File: config.mk
export PLATFORM = sky130hd
export DESIGN_NAME = mac_accumulator_flat
export DESIGN_NICKNAME = d
export VERILOG_FILES = /design/src/rtl/mac_accumulator_pkg.sv /design/src/rtl/mac_accumulator_if.sv /design/src/rtl/mac_accumulator_sat_detect_adder.sv /design/src/rtl/mac_accumulator.sv /design/src/flat_wrapper.sv
export SDC_FILE = /design/constraint.sdc
export NUM_CORES = 1
export LEC_CHECK = 0
export CORE_ASPECT_RATIO = 1.4
export CORE_MARGIN = 4
export CORE_UTILIZATION = 40
export CTS_CLUSTER_SIZE = 25
export DETAILED_ROUTE_END_ITERATION = 6
export PLACE_DENSITY = 0.74
export SLEW_MARGIN = 10
export SYNTH_ARGS = -nofsm -noshare
export SYNTH_HDL_FRONTEND = slang
export SYNTH_SLANG_ARGS = --single-unit
File: constraint.sdc
create_clock -name clk -period 5.3 [get_ports clk]
set_input_delay 1.06 -clock clk [delete_from_list [all_inputs] [get_ports clk]]
set_output_delay 1.06 -clock clk [all_outputs]
set_load 0.01 [all_outputs]
File: src/rtl/mac_accumulator_pkg.sv
`default_nettype none
// ============================================================================
// mac_accumulator_pkg : shared FSM encoding and default datapath widths
// Rev 1.0
// ============================================================================
package mac_accumulator_pkg;

  localparam int DEF_PROD_W = 10;
  localparam int DEF_ACC_W  = 16;
  localparam int DEF_LEN_W  = 4;

  typedef enum logic [1:0] {
    IDLE  = 2'd0,
    ACCUM = 2'd1,
    DONE  = 2'd2
  } state_t;

endpackage
`default_nettype wire

File: src/rtl/mac_accumulator_if.sv
`default_nettype none
// ============================================================================
// mac_accumulator_if : run control, product stream and result handshakes
// Rev 1.0
// ============================================================================
interface mac_accumulator_if
  import mac_accumulator_pkg::*;
#(
  parameter int PROD_W = DEF_PROD_W,
  parameter int ACC_W  = DEF_ACC_W,
  parameter int LEN_W  = DEF_LEN_W
);

  logic                     start;
  logic        [LEN_W-1:0]  len;
  logic                     prod_valid;
  logic                     prod_ready;
  logic signed [PROD_W-1:0] prod;
  logic                     sum_valid;
  logic                     sum_ready;
  logic signed [ACC_W-1:0]  sum;
  logic                     overflow;
  logic                     busy;

  modport master (
    output start, len, prod_valid, prod, sum_ready,
    input  prod_ready, sum_valid, sum, overflow, busy
  );

  modport slave (
    input  start, len, prod_valid, prod, sum_ready,
    output prod_ready, sum_valid, sum, overflow, busy
  );

endinterface
`default_nettype wire

File: src/rtl/mac_accumulator_sat_detect_adder.sv
`default_nettype none
// ============================================================================
// sat_detect_adder : wrapping signed adder with signed-overflow flag
// Rev 1.0
// ============================================================================
module sat_detect_adder #(
  parameter int W = 16
) (
  input  wire logic signed [W-1:0] a,
  input  wire logic signed [W-1:0] b,
  output logic signed      [W-1:0] sum,
  output logic                     overflow
);

  assign sum      = a + b;
  // Like-signed operands producing an opposite-signed result wrapped.
  assign overflow = (a[W-1] == b[W-1]) && (sum[W-1] != a[W-1]);

endmodule
`default_nettype wire

File: src/rtl/mac_accumulator.sv
`default_nettype none
// ============================================================================
// mac_accumulator : sums a programmed run of signed products into a result
// Rev 1.0
// ============================================================================
module mac_accumulator
  import mac_accumulator_pkg::*;
#(
  parameter int PROD_W = DEF_PROD_W,
  parameter int ACC_W  = DEF_ACC_W,
  parameter int LEN_W  = DEF_LEN_W
) (
  input wire logic         clk,
  input wire logic         rst_n,
  mac_accumulator_if.slave bus
);

  // len==0 encodes a full 2^LEN_W run, hence the extra count bit.
  localparam logic [LEN_W:0] FULL_RUN = {1'b1, {LEN_W{1'b0}}};
  localparam logic [LEN_W:0] ONE      = (LEN_W+1)'(1);

  state_t                   state;
  state_t                   state_nxt;
  logic signed [ACC_W-1:0]  acc;
  logic signed [ACC_W-1:0]  acc_nxt;
  logic signed [ACC_W-1:0]  prod_ext;
  logic        [LEN_W:0]    count;
  logic        [ACC_W-1:0]  sum_q;
  logic                     ovf_q;
  logic                     add_ovf;
  logic                     accept;
  logic                     last;
  logic                     take_start;

  assign prod_ext = ACC_W'(bus.prod);

  sat_detect_adder #(
    .W (ACC_W)
  ) u_adder (
    .a        (acc),
    .b        (prod_ext),
    .sum      (acc_nxt),
    .overflow (add_ovf)
  );

  always_comb begin
    state_nxt      = state;
    bus.prod_ready = 1'b0;
    bus.sum_valid  = 1'b0;
    bus.busy       = 1'b0;
    accept         = 1'b0;
    take_start     = 1'b0;
    last           = (count == ONE);
    case (state)
      IDLE: begin
        take_start = bus.start;
        if (bus.start) state_nxt = ACCUM;
      end
      ACCUM: begin
        bus.prod_ready = 1'b1;
        bus.busy       = 1'b1;
        accept         = bus.prod_valid;
        if (bus.prod_valid && last) state_nxt = DONE;
      end
      DONE: begin
        bus.sum_valid = 1'b1;
        bus.busy      = 1'b1;
        if (bus.sum_ready) state_nxt = IDLE;
      end
      default: state_nxt = IDLE;
    endcase
  end

  always_ff @(posedge clk or negedge rst_n) begin
    if (!rst_n) begin
      state <= IDLE;
    end else begin
      state <= state_nxt;
    end
  end

  always_ff @(posedge clk or negedge rst_n) begin
    if (!rst_n) begin
      acc   <= '0;
      count <= '0;
      sum_q <= '0;
      ovf_q <= 1'b0;
    end else if (take_start) begin
      acc   <= '0;
      ovf_q <= 1'b0;
      count <= (bus.len == '0) ? FULL_RUN : {1'b0, bus.len};
    end else if (accept) begin
      acc   <= acc_nxt;
      count <= count - ONE;
      ovf_q <= ovf_q | add_ovf;
      if (last) sum_q <= acc_nxt;
    end
  end

  assign bus.sum      = sum_q;
  assign bus.overflow = ovf_q;

endmodule
`default_nettype wire

File: src/flat_wrapper.sv
// flat-port wrapper written by rule: the top's interface ports become plain ports
module mac_accumulator_flat import mac_accumulator_pkg::*;
#(
  parameter int PROD_W = DEF_PROD_W,
  parameter int ACC_W  = DEF_ACC_W,
  parameter int LEN_W  = DEF_LEN_W
)
  (clk, rst_n, bus_start, bus_len, bus_prod_valid, bus_prod, bus_sum_ready, bus_prod_ready, bus_sum_valid, bus_sum, bus_overflow, bus_busy);
  mac_accumulator_if #(.PROD_W(PROD_W), .ACC_W(ACC_W), .LEN_W(LEN_W)) bus_i ();
  input wire logic clk;
  input wire logic rst_n;
  input wire logic [$bits(bus_i.start)-1:0] bus_start;
  input wire logic [$bits(bus_i.len)-1:0] bus_len;
  input wire logic [$bits(bus_i.prod_valid)-1:0] bus_prod_valid;
  input wire logic [$bits(bus_i.prod)-1:0] bus_prod;
  input wire logic [$bits(bus_i.sum_ready)-1:0] bus_sum_ready;
  output wire logic [$bits(bus_i.prod_ready)-1:0] bus_prod_ready;
  output wire logic [$bits(bus_i.sum_valid)-1:0] bus_sum_valid;
  output wire logic [$bits(bus_i.sum)-1:0] bus_sum;
  output wire logic [$bits(bus_i.overflow)-1:0] bus_overflow;
  output wire logic [$bits(bus_i.busy)-1:0] bus_busy;
  assign bus_i.start = bus_start;
  assign bus_i.len = bus_len;
  assign bus_i.prod_valid = bus_prod_valid;
  assign bus_i.prod = bus_prod;
  assign bus_i.sum_ready = bus_sum_ready;
  assign bus_prod_ready = bus_i.prod_ready;
  assign bus_sum_valid = bus_i.sum_valid;
  assign bus_sum = bus_i.sum;
  assign bus_overflow = bus_i.overflow;
  assign bus_busy = bus_i.busy;
  mac_accumulator #(.PROD_W(PROD_W), .ACC_W(ACC_W), .LEN_W(LEN_W)) u_core (.clk(clk), .rst_n(rst_n), .bus(bus_i));
endmodule
Word-level counts from Yosys, hierarchy flattened:

Index checks and enable logic that the tools add are counted.

* register bits after elaboration: 40
* input bits: 19

* multiplexer cells: 16
* add/sub/neg operators: 2
* reduce and logical (&&, ||, !) cells: 8
* bitwise logic cells: 2
* equal/unequal tests: 8

Operators by type and width (number)
* 2-to-1 mux 16 bit: 2
* adder 16 x 10 -> 16 bit: 1
* 2-to-1 mux 5 bit: 3
* 2-to-1 mux 1 bit: 7
* 2-to-1 mux 2 bit: 3
* case mux 2 bit (3 select lines): 1
* AND reduction 3 bit: 2
* == test 5 x 1 -> 1 bit, second input constant: 1
* subtractor 5 x 1 -> 5 bit, second input constant: 1
* zero test 4 bit: 1
* inequality test 2 bit, second input constant: 2
* == test 2 x 1 -> 1 bit, second input constant: 1
* == test 2 bit, second input constant: 1
* logical AND 1 bit: 2
* zero test 2 bit: 1
* inequality test 2 x 1 -> 1 bit, second input constant: 1
* nonzero test 2 bit: 1
* OR reduction 2 bit: 1
* == test 1 bit: 1
* inequality test 1 bit: 1
* inverter 1 bit: 1
* OR 1 bit: 1

Longest topological paths before layout:

Gate-level depths: netlist of the first run.

* depth after elaboration: 6
* depth in mapped cells: 8
* gate-level depth less buffers: 8

By module:

A second synthesis of the first run with hierarchy kept.

* cell total of the unflattened synthesis: 250
* area, all modules: 2498.6 um2

By module, submodules not included
* mac_accumulator: area an instance 1801.7 um2, cells each 157, seq. area each 1001.0 um2, instances 1
* sat_detect_adder: area an instance 696.9 um2, cells each 93, seq. area each 0.0 um2, instances 1

Worst setup path before layout of the first run:

OpenSTA, ideal clock, no wires.

* path type: input-to-reg
* start: in bus_prod[0]
* end: reg u_core.sum_q[8], in the netlist u_core.bus.sum[8]
* buffers on the path: 0
* cell stages on the path: 7
* slack: 2.445 ns
* arrival: 2.730 ns
* setup time: 0.125 ns
* data required time: 5.175 ns
* path through: ha_1 -> fa_1 -> a21o_1 -> a221oi_2 -> o21ai_0 -> xnor2_1 -> mux2_2

* word-level cells in the longest chain between the ends: 1

Ends and longest elaborated chain
* start: declaration: RTL line flat_wrapper.sv:15 `input wire logic [$bits(bus_i.prod)-1:0] bus_prod;`
* adder 16 x 10 -> 16 bit: RTL line mac_accumulator_sat_detect_adder.sv:15 `assign sum = a + b;`
* end signal: assignment: RTL line mac_accumulator.sv:96 `if (last) sum_q <= acc_nxt;`
* end: declaration: RTL line mac_accumulator.sv:28 `logic [ACC_W-1:0] sum_q;`

No other way between the ends.
A chain may end at the register's enable or synchronous reset.

Worst setup path in the final report of the first run:

* start: in bus_prod[9]
* end: reg u_core.sum_q[15], in the netlist u_core.bus.sum[15]

Same word-level chain as after synthesis.

==> metrics.md, run 1 <==
| Metric | Value |
|---|---|
| Worst-path clk slew | 80 ps |
| Vias per cell | 5.44 |
| Clock skew | 4.38 ps |
| Drt wl/cell | 14.9 µm |
| Fin util | 49.3% |
| Initial core utilization | 41.2% |
| Largest net degree at the start of global routing | 41 |
| Sink Count | 40 |
| Ports | 39 |
| Max-slew headroom | 40.6% |
| H-Tree Depth | 2 |
| Max VDD drop | 0.000155 V |
| Worst Path Required | 5480 ps |
| Final Slew Violations | 0 |
| Max-Cap Viols | 0 |
| Detailed Place HPWL | 4260 µm |
| Drc violations | 0 |
| Slowest-stage cell, CP | clkdlybuf4s50_1 |
| Startpoint types | input port |
| Clock Latency Late Sink | 290 ps |
| Critical Path Sink Type | flop |
| Cts hold-fix bufs | 0 |
| Asr flop ratio synth | 100% |
| Post-route cell area | 3080 µm² |
| TritonCTS clock tree | built |
| Crit path time final | 3490 ps |
| Die Y | 103 µm |
| # diodes | 0 |
| Clock buffer depth | 2 |
| Synth warn | 0 |
| Yosys top cell by area | dfrtp_1 |
| Outcome | completed |
| Core ar. | 6250 µm² |
| #FFs+latches synth | 40 |
| Cell Pwr Density | 531 nW/µm² |
| RSZ-0062 raised after global routing | false |
| Setup TNS | 0 ps |
| Unique masters post-synth | 49 |
| Initial antenna violation count | 0 |
| Placed inst area | 2990 µm² |
| Fmax | 287 MHz |
| Final Net Count | 350 |
| Num CTS Buffers | 5 |
| Vias in the first global route | 2094 |
| Die X | 75.9 µm |
| Met3 Use GR | 3.12% |
| P_leak | 1.37 nW |
| Final Cycle Share | 65.8% |
| Routed WL | 5690 µm |
| Layout cell share with drive strength beyond 1 | 9.71% |
| Layer with the highest usage | met2 |
| WP data arrival | 3670 ps |
| First-pass GRT wire length | 9400 µm |
| Area share of the largest cell type after synthesis | 38.8% |
| Post-synth EDFFs | 0 |
| Least-Margin Pin Slew | 892 ps |
| Worst min path class | flop to flop |
| Final hold violation count | 0 |
| Register area share after synthesis | 38.8% |
| Crit Path Class | input port to flop |
| Root Driver | clkbuf_8 |
| Primary FF master, synth | dfrtp_1 |
| Num rows | 34 |
| Gpl congestion | 0.931 |
| Synthesized area | 2580 µm² |
| Via count | 2073 |
| Avg Synthesized Cell Area | 9.34 µm² |
| Area growth, synth to finish | 19.5% |
| M1 GR Usage | 17.6% |
| Mapped Cells | 276 |
| Initial DRC count | 103 |
| DRT antenna net count | 0 |
| Cell Chain, Critical Path | clkdlybuf4s50_1 -> ha_1 -> nand4_1 -> a2111oi_2 -> o31a_1 -> or2_4 -> xor3_1 -> mux2_2 |
| Full die area | 7810 µm² |
| Top post-synthesis cells by area | dfrtp_1, ha_1, nand2_1 |
| Critical path buffers and inverters | 1 |
| CP peak stage delay | 670 ps |
| Final Setup Violations | 0 |
| Grt total ovfl | 0 |
| Worst path top cell family by delay | buffers and inverters |
| Drt pass-1 iters | 4 |
| IO Port Bufs | 38 |
| Met2 usage | 28.4% |
| Syn_nets | 317 |
| Gr usage total | 15.8% |
| Post-CTS Setup Bufs | 0 |
| CP max FO | 12 |
| Cts repair resizes | 0 |
==> flip-flops by register name, indices dropped and copies added (netlist names) <==
register and count:
u_core.count 5, u_core.bus.sum 16, u_core.acc 16, u_core.state 2, u_core.bus.overflow 1
==> worst reg2reg max path, cell delays in order (launching register included) <==
cell,delay (ps)
dfrtp_1,400
inv_1,100
ha_1,230
and2_1,140
buf_4,290
nand4_1,490
buf_4,380
mux2_2,290
==> kinds of logic after synthesis <==
family,count (synthesis),share of synthesized area (%)
AND/OR/NAND/NOR,88,15.8
AO/OA/AOI/OAI,76,19.1
flip-flops,40,38.8
adder cells (fa/ha/maj),22,11.0
buffers and inverters,21,3.88
XOR/XNOR,18,6.70
multiplexers,11,4.76
==> cell type report <==
cell class                      count  area (µm²)
Clock buffer                        7        96.3
Fill cell                         579        3170
Inverter                            7        26.3
Multi-Input combinational cell    215        1480
Sequential cell                    40        1000
Tap cell                           72        90.1
Timing Repair Buffer               40         390
==> where the power goes <==
part / total [W] / leakage [nW] / internal, W / switching [W]
Combinational: 0.000904 / 0.800 / 0.000431 / 0.000473
Clock: 0.000219 / 0.0503 / 0.000116 / 0.000103
Sequential: 0.000513 / 0.522 / 0.000435 / 0.0000776
==> layer usage <==
layer	part of all wire (%)	vias up	wire length (µm)
li1	-	1042	-
met1	40	985	2290
met2	54	37	3060
met3	4.0	9	226
met4	1.8	0	104
met5	0	-	0
==> synthesized netlist by cell type, types with 2 or more instances <==
master and number:
nor4_1 3, and3_1 6, xor2_1 3, a21o_1 7
a21oi_1 24, buf_2 4, nand2b_1 2, a31oi_1 2
nand4_1 3, nor3_1 6, buf_6 2, mux2_2 10
nand2_1 43, o21bai_1 2, clkbuf_1 5, buf_1 2
dfrtp_1 40, ha_1 21, o21ai_1 3, and2_1 2
o21ai_0 22, nand3_1 6, a221oi_2 3, inv_1 7
xnor2_1 14, nor2_1 11
==> per-stage QoR <==
| stage | hold slack, ps | cells | total power, W | setup slack [ps] |
|---|---|---|---|---|
| detailed placement | 471 | 374 | 0.00143 | 1530 |
| global placement | 463 | 374 | 0.00140 | 1570 |
| CTS | 487 | 381 | 0.00166 | 1840 |
| finish | 481 | 381 | 0.00164 | 1810 |
| global route | 519 | 381 | 0.00178 | 1670 |
| floorplan | 486 | 276 | 0.00114 | 2450 |
==> path summary, 6_finish.rpt <==
path | from | endpoint | slack, ps | depth (start not counted)
setup / recovery | bus_prod[9] | u_core.bus.sum[15] | 1810 | 8
hold / removal | u_core.bus.sum[11] | u_core.bus.sum[11] | 480 | 2
setup reg to reg | u_core.state[1] | u_core.bus.sum[0] | 2860 | 7
hold reg to reg | u_core.bus.sum[11] | u_core.bus.sum[11] | 480 | 2
max in group asynchronous | rst_n | u_core.bus.sum[1] | 3850 | 1
min in group asynchronous | rst_n | u_core.acc[12] | 890 | 1
==> cells in the final DEF (no fill, tap or decap), types with 7 or more instances in the layout <==
master,Yosys,final
mux2_2,10,10
dfrtp_1,40,40
clkbuf_8,0,7
ha_1,21,21
xnor2_1,14,14
a21oi_1,24,24
inv_1,7,7
a21o_1,7,7
nor2_1,11,11
o21ai_0,22,22
clkdlybuf4s50_1,0,37
nand2_1,43,43
Note: power is estimated with default switching activity, not from simulation.
==> run 2: changes to the inputs <==
==> constraint.sdc (replaced) <==
create_clock -name clk -period 3.45 [get_ports clk]
set_input_delay 0.69 -clock clk [delete_from_list [all_inputs] [get_ports clk]]
set_output_delay 0.69 -clock clk [all_outputs]
set_load 0.01 [all_outputs]
==> run 2 against run 1 <==
Final area increased by 2.1%. Final cell count up 2.1%. First-iteration DRC count up 20%. Hold slack got worse by 2.8 ps. Global-route usage up 0.33 points. Setup slack got worse by 1200 ps. Largest cell class unchanged. Clock skew decreased by 2.7 ps. Utilization is 1.0 points higher.
==> metrics.md, run 2 (synthesized netlist as in run 1, its figures left out) <==
| Metric | Value |
|---|---|
| Outcome | completed |
| Initial antenna violation count | 0 (unchanged) |
| Worst Path Required | 3640 ps (-1840 ps) |
| Clock skew | 1.72 ps (-2.66 ps) |
| P_leak | 1.41 nW (+2.8%) |
| Vias in the first global route | 2038 (-2.7%) |
| Routed WL | 5970 µm (+5.0%) |
| Worst-path clk slew | 70 ps (about the same) |
| Num CTS Buffers | 5 (unchanged) |
| Full die area | 7810 µm² (unchanged) |
| Grt total ovfl | 0 (unchanged) |
| Cts repair resizes | 0 (unchanged) |
| Max VDD drop | 0.000282 V (+82%) |
| Crit path time final | 2890 ps |
| DP Cell Count | 381 (+1.9%) |
| H-Tree Depth | 2 (unchanged) |
| Gpl congestion | 0.941 (+1.0%) |
| CP max FO | 8 (-4) |
| Startpoint types | input port |
| Ports | 39 (unchanged) |
| Post-route cell area | 3150 µm² (+2.1%) |
| Core ar. | 6250 µm² (unchanged) |
| Area occupied by multi-input gates | 1480 µm² (unchanged) |
| Initial DRC count | 124 (+20%) |
| Die X | 75.9 µm (unchanged) |
| Drt wl/cell | 15.4 µm (+2.8%) |
| # diodes | 0 (unchanged) |
| IO Port Bufs | 38 (unchanged) |
| Commonest non-fill, non-tap cell in the layout | nand2_1 |
| Vias per cell | 5.41 (-0.50%) |
| Drt pass-1 iters | 4 (unchanged) |
| Least-Margin Pin Slew | 916 ps (+23.9 ps) |
| Area growth, synth to finish | 22.0% |
| Fmax | 346 MHz |
| Final Setup Violations | 0 (unchanged) |
| Post-CTS Setup Bufs | 0 (unchanged) |
| Sink Count | 40 (unchanged) |
| Finished Layout Cells | 389 (+2.1%) |
| First-pass GRT wire length | 9600 µm (+2.1%) |
| Final hold violation count | 0 (unchanged) |
| Max-Cap Viols | 0 (unchanged) |
| WP data arrival | 3070 ps (-600 ps) |
| Cell Pwr Density | 827 nW/µm² (+56%) |
| Clock buffer depth | 2 (unchanged) |
| Initial core utilization | 41.2% (unchanged) |
| Final Slew Violations | 0 (unchanged) |
| Largest net degree at the start of global routing | 41 (unchanged) |
| Crit Path Class | input port to flop |
| Register area | 1000 µm² (unchanged) |
| Clock Latency Late Sink | 300 ps (about the same) |
| Final Net Count | 357 (+2.0%) |
| Num rows | 34 (unchanged) |
| Gr usage total | 16.2% (+0.33 points) |
| Drc violations | 0 (unchanged) |
| Root Driver | clkbuf_8 |
| Layout cell share with drive strength beyond 1 | 11.7% (+2.0 points) |
| Max-slew headroom | 39.0% (-1.6 points) |
| Critical Path Sink Type | flop |
| Worst Slack Setup Final | 564 ps (-1250 ps) |
| RSZ-0062 raised after global routing | false |
| Cts hold-fix bufs | 0 (unchanged) |
| Final Cycle Share | 83.7% |
| DRT antenna net count | 0 (unchanged) |
| Filler instances | 604 (+4.3%) |
| Place WS | 273 ps (-1260 ps) |
| TritonCTS clock tree | built |
| Detailed Place HPWL | 4570 µm (+7.2%) |
| Via count | 2106 (+1.6%) |
| Most frequent cells in the layout | nand2_1, dfrtp_1, clkdlybuf4s50_1 |
| Die Y | 103 µm (unchanged) |
| Worst min path class | flop to flop |
| Setup TNS | 0 ps (unchanged) |
| Placed inst area | 3040 µm² (+1.8%) |
## run 2: cell type report
class | instances | share of cell area, %
clock buffer | 6 | 2.31
clock inverter | 2 | 1.11
inverter | 7 | 0.835
multi-input combinational | 215 | 47.0
sequential | 40 | 31.8
tap | 72 | 2.86
timing repair buffer | 47 | 14.1
## run 2: metal layers
| layer | up-vias | share of wire, % | routed length [µm] | track usage, % |
|---|---|---|---|---|
| met1 | 1007 | 42 | 2520 | 19.7 |
| li1 | 1057 | - | - | - |
| met3 | 11 | 2.9 | 171 | 3.22 |
| met2 | 31 | 52 | 3130 | 27.4 |
| met4 | 0 | 2.4 | 144 | 6.33 |
| met5 | - | 0 | 0 | 0 |
## run 2: worst paths after layout
path                                      end               start  cells past startpoint  slack (ps)
hold / removal             u_core.bus.sum[14]  u_core.bus.sum[14]                      2         480
max in group asynchronous       u_core.acc[3]               rst_n                      1        2360
setup / recovery           u_core.bus.sum[15]         bus_prod[9]                      8         560
hold reg to reg            u_core.bus.sum[14]  u_core.bus.sum[14]                      2         480
min in group asynchronous     u_core.state[0]               rst_n                      1         520
setup reg to reg            u_core.bus.sum[8]       u_core.acc[0]                      7        1120
## run 2: metrics by stage
stage / hold WS, ps / util [%] / total power [W]
after floorplan: 394 / - / 0.00175
after global placement: 460 / 48.6 / 0.00219
after detailed placement: 470 / 48.6 / 0.00223
after CTS: 487 / 50.3 / 0.00262
after global routing: 514 / 50.3 / 0.00281
final: 479 / 50.3 / 0.00260
## run 2: worst max-delay path, stage by stage
cell and delay, ps:
clkdlybuf4s50_1 560, ha_1 510, nand2_1 110, a2111oi_2 360, o31a_1 230, or2_4 140
xor3_1 200, mux2_2 270
## run 2: power breakdown
part	switching [W]	internal [W]	leakage, nW	total, W
registers	0.000123	0.000668	0.522	0.000791
clock network	0.000164	0.000215	0.0552	0.000379
logic	0.000745	0.000686	0.833	0.00143
total	0.00103	0.00157	1.41	0.00260
==> run 3: changes to the inputs <==
==> constraint.sdc (replaced) <==
create_clock -name clk -period 2.8 [get_ports clk]
set_input_delay 0.56 -clock clk [delete_from_list [all_inputs] [get_ports clk]]
set_output_delay 0.56 -clock clk [all_outputs]
set_load 0.01 [all_outputs]
==> run 3 against run 2 <==
Non-clock buffer count is 16 higher. Critical path depth stayed put. Sequential power grew 24%. Clock skew is 8.2 ps higher. Power increased by 28%. Clock power is 36% higher. Final area grew 4.5%. Clock-buffer cell count rose by 1. Largest power group unchanged. Utilization up 2.3 points. Final cell count is 4.1% higher. Die area did not move.
==> metrics.md, run 3 (synthesized netlist as in run 1, its figures left out) <==
| Metric | Value |
|---|---|
| Drc violations | 0 (unchanged) |
| Gr usage total | 16.2% (+0.088 points) |
| Clock buffer depth | 2 (unchanged) |
| Sink Count | 40 (unchanged) |
| Clock Latency Late Sink | 290 ps (about the same) |
| Worst-path clk slew | 80 ps (about the same) |
| Crit path time final | 2660 ps |
| Fin util | 52.6% (+2.3 points) |
| Worst Path Required | 2980 ps (-660 ps) |
| Final Setup Violations | 0 (unchanged) |
| Initial DRC count | 89 (-28%) |
| Critical Path Sink Type | flop |
| Outcome | completed |
| Cell Pwr Density | 1020 nW/µm² (+23%) |
| Drt wl/cell | 14.7 µm (-4.5%) |
| H-Tree Depth | 2 (unchanged) |
| Area occupied by multi-input gates | 1480 µm² (+0.17%) |
| Grt total ovfl | 0 (unchanged) |
| Num rows | 34 (unchanged) |
| Die X | 75.9 µm (unchanged) |
| Filler instances | 577 (-4.5%) |
| Vias per cell | 5.39 (-0.44%) |
| Largest net degree at the start of global routing | 41 (unchanged) |
| Placed inst area | 3160 µm² (+4.0%) |
| Worst min path class | input port to async pin |
| Cts hold-fix bufs | 0 (unchanged) |
| # diodes | 0 (unchanged) |
| Detailed Place HPWL | 4590 µm (+0.41%) |
| Num CTS Buffers | 5 (unchanged) |
| Gpl congestion | 0.927 (-1.4%) |
| Final Cycle Share | 95.0% |
| TritonCTS clock tree | built |
| Drt pass-1 iters | 4 (unchanged) |
| Initial antenna violation count | 0 (unchanged) |
| Initial core utilization | 41.2% (unchanged) |
| Startpoint types | input port |
| DRT antenna net count | 0 (unchanged) |
| Layout cell share with drive strength beyond 1 | 16.5% (+4.8 points) |
| Ports | 39 (unchanged) |
| Total power draw | 0.00334 W (+28%) |
| Crit Path Class | input port to flop |
| Cts repair resizes | 0 (unchanged) |
| RSZ-0062 raised after global routing | false |
| Area growth, synth to finish | 27.5% |
| Final hold slack | 376 ps (-102 ps) |
| Die Y | 103 µm (unchanged) |
| Vias in the first global route | 2260 (+11%) |
| CP max FO | 6 (-2) |
| WP data arrival | 2840 ps (-230 ps) |
| Root Driver | clkbuf_8 |
| Max-Cap Viols | 0 (unchanged) |
| First-pass GRT wire length | 9760 µm (+1.7%) |
| Final Net Count | 373 (+4.5%) |
| Post-route cell area | 3290 µm² (+4.5%) |
| Final hold violation count | 0 (unchanged) |
| IO Port Bufs | 38 (unchanged) |
| Most frequent cells in the layout | nand2_1, dfrtp_1, clkdlybuf4s50_1 |
| Max-slew headroom | 40.8% (+1.8 points) |
| Routed WL | 5940 µm (-0.54%) |
| Post-CTS Setup Bufs | 0 (unchanged) |
| Setup TNS | 0 ps (unchanged) |
| Commonest non-fill, non-tap cell in the layout | nand2_1 |
| Fmax | 376 MHz |
| Core ar. | 6250 µm² (unchanged) |
| P_leak | 1.50 nW (+6.2%) |
| Least-Margin Pin Slew | 889 ps (-26.9 ps) |
| Full die area | 7810 µm² (unchanged) |
| Register area | 1000 µm² (unchanged) |
| Final Slew Violations | 0 (unchanged) |
| Clock skew | 9.96 ps (+8.24 ps) |
| Via count | 2183 (+3.7%) |
| Max VDD drop | 0.000361 V (+28%) |
[run 3: cell type report]
type	instances	area share [%]
multi-input combinational	215	45.0
sequential	40	30.5
timing repair buffer	63	17.1
clock buffer	7	2.93
tap	72	2.74
clock inverter	1	0.914
inverter	7	0.799
[run 3: per-stage QoR]
step                setup slack, ps  cells
floorplan                       445    276
global placement              -88.6    397
detailed placement             -149    397
CTS                             115    405
global route                   10.0    405
finish                          141    405
[run 3: critical path, stage by stage]
cell and delay [ps]:
clkdlybuf4s50_1 540, ha_2 460, nand4_1 160, a2111oi_2 300, o31a_1 210, or2_4 130
xor3_1 200, mux2_2 260
[run 3: per-layer routing]
metal	GRT usage (%)	vias up	wire length, µm
met5	0	-	0
met4	7.54	0	185
met3	2.44	16	179
met2	30.1	37	3180
met1	17.4	1030	2400
li1	-	1100	-
[run 3: worst paths after layout]
path / from / to / slack (ps) / depth (start not counted)
min in group clk: u_core.bus.sum[11] / u_core.bus.sum[11] / 480 / 2
hold reg to reg: u_core.bus.sum[11] / u_core.bus.sum[11] / 480 / 2
setup / recovery: bus_prod[9] / u_core.bus.sum[15] / 140 / 8
setup reg to reg: u_core.acc[0] / u_core.bus.sum[8] / 560 / 7
hold / removal: rst_n / u_core.bus.sum[13] / 380 / 1
max in group asynchronous: rst_n / u_core.acc[14] / 1860 / 1
[run 3: where the power goes]
group          switching [W]  total (W)  internal [W]
logic               0.000923    0.00185      0.000929
registers           0.000153   0.000977      0.000823
clock network       0.000199   0.000514      0.000315
